### src/rtl/mux2_pkg.sv
// Shared defaults and the select encoding for the mux2_sel slice.
package mux2_pkg;

  localparam int MUX2_WIDTH = 1;
  localparam int MUX2_CNT_W = 8;

  typedef enum logic {
    SEL_IN0 = 1'b0,
    SEL_IN1 = 1'b1
  } sel_t;

endpackage

### src/rtl/mux2_if.sv
// Select/data bundle of mux2_sel. The master drives the select and the data inputs.
// The slave returns the selected data and the toggle count.
interface mux2_if import mux2_pkg::*; #(
  parameter int WIDTH = MUX2_WIDTH,
  parameter int CNT_W = MUX2_CNT_W
) ();

  logic             io_sel;
  logic [WIDTH-1:0] io_in0;
  logic [WIDTH-1:0] io_in1;
  logic [WIDTH-1:0] io_out;
  logic [CNT_W-1:0] io_sw_cnt;

  modport master (
    output io_sel,
    output io_in0,
    output io_in1,
    input  io_out,
    input  io_sw_cnt
  );

  modport slave (
    input  io_sel,
    input  io_in0,
    input  io_in1,
    output io_out,
    output io_sw_cnt
  );

endinterface

### src/rtl/mux2_cell.sv
// Combinational WIDTH-bit 2:1 select, the leaf cell of mux2_sel.
module mux2_cell import mux2_pkg::*; #(
  parameter int WIDTH = MUX2_WIDTH
) (
  input  sel_t             sel,
  input  logic [WIDTH-1:0] in0,
  input  logic [WIDTH-1:0] in1,
  output logic [WIDTH-1:0] out
);

  assign out = (sel == SEL_IN1) ? in1 : in0;

endmodule

### src/rtl/mux2_sel.sv
// 2:1 data selector with a saturating select-toggle counter.
// Defining MUX2_OUT_REG_EN adds a one-cycle output register that clears on reset.
module mux2_sel import mux2_pkg::*; #(
  parameter int WIDTH = MUX2_WIDTH,
  parameter int CNT_W = MUX2_CNT_W
) (
  input logic   clock,
  input logic   reset,
  mux2_if.slave bus
);

  localparam logic [CNT_W-1:0] CNT_MAX = '1;

  logic [WIDTH-1:0] sel_data;
  logic             sel_q;
  logic [CNT_W-1:0] sw_cnt;

  mux2_cell #(.WIDTH(WIDTH)) u_cell (
    .sel (sel_t'(bus.io_sel)),
    .in0 (bus.io_in0),
    .in1 (bus.io_in1),
    .out (sel_data)
  );

`ifdef MUX2_OUT_REG_EN
  logic [WIDTH-1:0] out_q;

  always_ff @(posedge clock) begin
    if (reset) begin
      out_q <= '0;
    end else begin
      out_q <= sel_data;
    end
  end

  assign bus.io_out = out_q;
`else
  assign bus.io_out = sel_data;
`endif

  // sel_q clears on reset, so the first io_sel==1 after reset counts as a toggle.
  always_ff @(posedge clock) begin
    if (reset) begin
      sel_q  <= 1'b0;
      sw_cnt <= '0;
    end else begin
      sel_q <= bus.io_sel;
      if ((bus.io_sel != sel_q) && (sw_cnt != CNT_MAX)) begin
        sw_cnt <= sw_cnt + CNT_W'(1);
      end
    end
  end

  assign bus.io_sw_cnt = sw_cnt;

endmodule

### src/flat_wrapper.sv
// flat-port wrapper written by rule: the top's interface ports become plain ports
module mux2_sel_flat import mux2_pkg::*;
#(
  parameter int WIDTH = MUX2_WIDTH,
  parameter int CNT_W = MUX2_CNT_W
)
  (clock, reset, bus_io_sel, bus_io_in0, bus_io_in1, bus_io_out, bus_io_sw_cnt);
  mux2_if #(.WIDTH(WIDTH), .CNT_W(CNT_W)) bus_i ();
  input logic clock;
  input logic reset;
  input wire logic [$bits(bus_i.io_sel)-1:0] bus_io_sel;
  input wire logic [$bits(bus_i.io_in0)-1:0] bus_io_in0;
  input wire logic [$bits(bus_i.io_in1)-1:0] bus_io_in1;
  output wire logic [$bits(bus_i.io_out)-1:0] bus_io_out;
  output wire logic [$bits(bus_i.io_sw_cnt)-1:0] bus_io_sw_cnt;
  assign bus_i.io_sel = bus_io_sel;
  assign bus_i.io_in0 = bus_io_in0;
  assign bus_i.io_in1 = bus_io_in1;
  assign bus_io_out = bus_i.io_out;
  assign bus_io_sw_cnt = bus_i.io_sw_cnt;
  mux2_sel #(.WIDTH(WIDTH), .CNT_W(CNT_W)) u_core (.clock(clock), .reset(reset), .bus(bus_i));
endmodule
### config.mk
export PLATFORM = sky130hd
export DESIGN_NAME = mux2_sel_flat
export DESIGN_NICKNAME = d
export VERILOG_FILES = /design/src/rtl/mux2_pkg.sv /design/src/rtl/mux2_if.sv /design/src/rtl/mux2_cell.sv /design/src/rtl/mux2_sel.sv /design/src/flat_wrapper.sv
export SDC_FILE = /design/constraint.sdc
export NUM_CORES = 1
export LEC_CHECK = 0
export CORE_AREA = 8 8 45 47
export CTS_CLUSTER_DIAMETER = 200
export DETAILED_ROUTE_END_ITERATION = 6
export DIE_AREA = 0 0 53 55
export PLACE_DENSITY = 0.66
export SETUP_SLACK_MARGIN = 0.02
export SKIP_LAST_GASP = 1
export SLEW_MARGIN = 0
export SYNTH_ARGS = -nofsm -noshare
export SYNTH_HDL_FRONTEND = slang
export SYNTH_SLANG_ARGS = --single-unit
### constraint.sdc
create_clock -name clock -period 1.4 [get_ports clock]
set_clock_uncertainty 0.15 [all_clocks]
set_input_delay 0.28 -clock clock [delete_from_list [all_inputs] [get_ports clock]]
set_output_delay 0.28 -clock clock [all_outputs]
set_load 0.02 [all_outputs]
==> flow_summary.json <==
{
  "status": "finished, violations left",
  "violations": "setup timing",
  "fp.dieArea_um2": 2920,
  "yosysTopAreaCellShare_pct": 40.9,
  "synth.most_common_cell": "dfxtp_1",
  "start_kind": "register",
  "rsz0062_at_grt": "yes",
  "seqCellArea_um2": 199,
  "cts_tree": "built",
  "netlist_top_cells_area": "dfxtp_1 (41%), mux2i_1 (9.1%), nor2_1 (5.1%), and3_1 (4.3%), xor2_2 (3.7%)",
  "wl_per_cell_um": 11.0,
  "max-slew-margin-rel_pct": 85.2,
  "rows": 14,
  "num_vias": 460,
  "crit_arrival_ps": 1410,
  "maxSlewViolCount": 0,
  "yosys-top-cells-count": "dfxtp_1 (9), nor2_1 (6), mux2i_1 (4)",
  "timing.fmax_ghz": 0.712,
  "postRouteAntennaNets": 0,
  "dp_cells": 90,
  "cts_made_buffers": 3,
  "gp_congestion": 0.716,
  "fin_util_pct": 60.6,
  "period_needed_ps": 1410,
  "grt_pass1_wl_mm": 1.90,
  "antenna_cells": 0,
  "power.total_uw": 630,
  "async_flop_share_pct": 0,
  "die_y_um": 55,
  "synth-edff-count": 0,
  "grtUsageTotal_pct": 8.77,
  "min_path_type": "input pin to register",
  "numPortBuffers": 13,
  "clkLatencyLatePin_ps": 270,
  "yosysSeqAreaShare_pct": 40.9,
  "drive_gt1_share_pct": 55.4,
  "pre_cts_ws_ps": -663,
  "io-pin-count": 14,
  "syn_inst": 48,
  "cts_sinks": 9,
  "endpoint_kind": "register",
  "viasPerCell": 4.65,
  "critPathKind": "register to register",
  "max-cap-violations": 0,
  "worst_pin_slew_ps": 222,
  "cts-root-buf": "clkbuf_4",
  "hold_viol": 0,
  "drc": 0,
  "htreeDepth": 1,
  "leakagePower_nw": 0.361,
  "clk_path_buf_depth": 2,
  "setup_violations": 1,
  "fin_crit_sh_pct": 100,
  "cp_data_required_time_ps": 1410,
  "hold_ws_ps": 340,
  "nets": 90,
  "start_util_pct": 31.8,
  "postCtsHoldBufs": 0,
  "nFillCells": 119,
  "instances_no_fill": 99,
  "fin_area_um2": 838,
  "avgSynthCellArea_um2": 9.18,
  "drt_iter0_markers": 10,
  "dpl.hpwl_um": 839,
  "placed_cell_area_um2": 746,
  "first_pass_iters": 4,
  "worst_slack_ps": -5.24,
  "coreArea_um2": 1380,
  "setup_tns_ps": -5.24,
  "power_density_nw_per_um2": 752,
  "grt_overflow_total": 0,
  "antenna_found_initial": 0,
  "yosysWarnings": 0,
  "grt_pass1_vias": 476,
  "syn2layout_area_growth_pct": 90.3,
  "grt_max_degree": 7,
  "multi_input_comb_area_um2": 309,
  "netlist_area_um2": 440,
  "worstPathMaxFanout": 5,
  "yosysTopAreaCell": "dfxtp_1",
  "path_clk_slew_ps": 70,
  "synth-seq-cells": 9,
  "synthesis.nets": 54,
  "yosysUniqueCellTypes": 24,
  "synth_flop_cell": "dfxtp_1",
  "die_x_um": 53,
  "wirelength_mm": 1.09,
  "ir_drop_v": 0.000506
}
[cells in the final DEF (no fill, tap or decap), drive strengths merged]
cell           instances
buf                   20
dfxtp                  9
clkdlybuf4s15          7
nor2                   6
clkbuf                 6
mux2i                  4
nand2                  3
and3                   3
nand4                  2
a21oi                  2
nor2b                  2
dlymetal6s2s           2
xor2                   2
nand3                  2
o21ai                  2
mux2                   1
inv                    1
o2111a                 1
nor3                   1
nand2b                 1
nor3b                  1
or3                    1
o211ai                 1
xnor2                  1
ha                     1
clkdlybuf4s50          1
[registers in the layout, summed over array words and instances (netlist names)]
signal	cells
u_core.bus.io_sw_cnt	8
u_core.sel_q	1
[worst paths after layout]
| check | startpoint | to | slack [ps] | cells past startpoint |
|---|---|---|---|---|
| max reg2reg | u_core.bus.io_sw_cnt[0]$_SDFFE_PP0P_ | u_core.bus.io_sw_cnt[1]$_SDFFE_PP0P_ | -5 | 6 |
| max | u_core.bus.io_sw_cnt[0]$_SDFFE_PP0P_ | u_core.bus.io_sw_cnt[1]$_SDFFE_PP0P_ | -5 | 6 |
| min reg2reg | u_core.bus.io_sw_cnt[5]$_SDFFE_PP0P_ | u_core.bus.io_sw_cnt[5]$_SDFFE_PP0P_ | 350 | 2 |
| min | bus_io_sel | u_core.sel_q$_SDFF_PP0_ | 340 | 3 |
[worst max-delay path: stages, from the launching register on]
cell and delay (ps):
dfxtp_4 370, ha_4 150, nand3_4 90, o21ai_4 180, buf_6 130, mux2i_1 160, nor2_1 50
[repair_timing]
action	CTS	global route
resized for setup	26	13
buffers inserted	3	2
pin swaps	4	7
cloned	0	0
setup endpoints to repair	17	13
[metal layers]
metal | track usage [%] | vias to the layer above | wire [µm] | share of wire, %
li1 | - | 239 | - | -
met4 | 3.88 | 0 | 19 | 1.7
met3 | 3.48 | 2 | 66 | 6.1
met2 | 15.4 | 12 | 534 | 49
met1 | 9.05 | 207 | 470 | 43
met5 | 0 | - | 0 | 0
[cell type report]
class / instances / area share, %
Timing Repair Buffer: 32 / 33.4
Inverter: 1 / 0.448
Tap cell: 16 / 2.39
Multi-Input combinational cell: 37 / 36.9
Sequential cell: 9 / 23.7
Clock buffer: 4 / 3.13
[power by group]
part | switching (mW) | total (mW) | internal [mW]
Clock | 0.0993 | 0.209 | 0.110
Sequential | 0.0153 | 0.284 | 0.268
Combinational | 0.0551 | 0.137 | 0.0818
[kinds of logic after synthesis]
group / Yosys count / share of synthesized area [%]
simple gates: 22 / 25.6
compound gates: 6 / 9.66
fa+ha+maj: 1 / 2.84
flops: 9 / 40.9
mux: 5 / 11.6
xor+xnor: 3 / 7.67
buf+inv: 2 / 1.70
No activity file was read; power rests on OpenSTA's default activity.
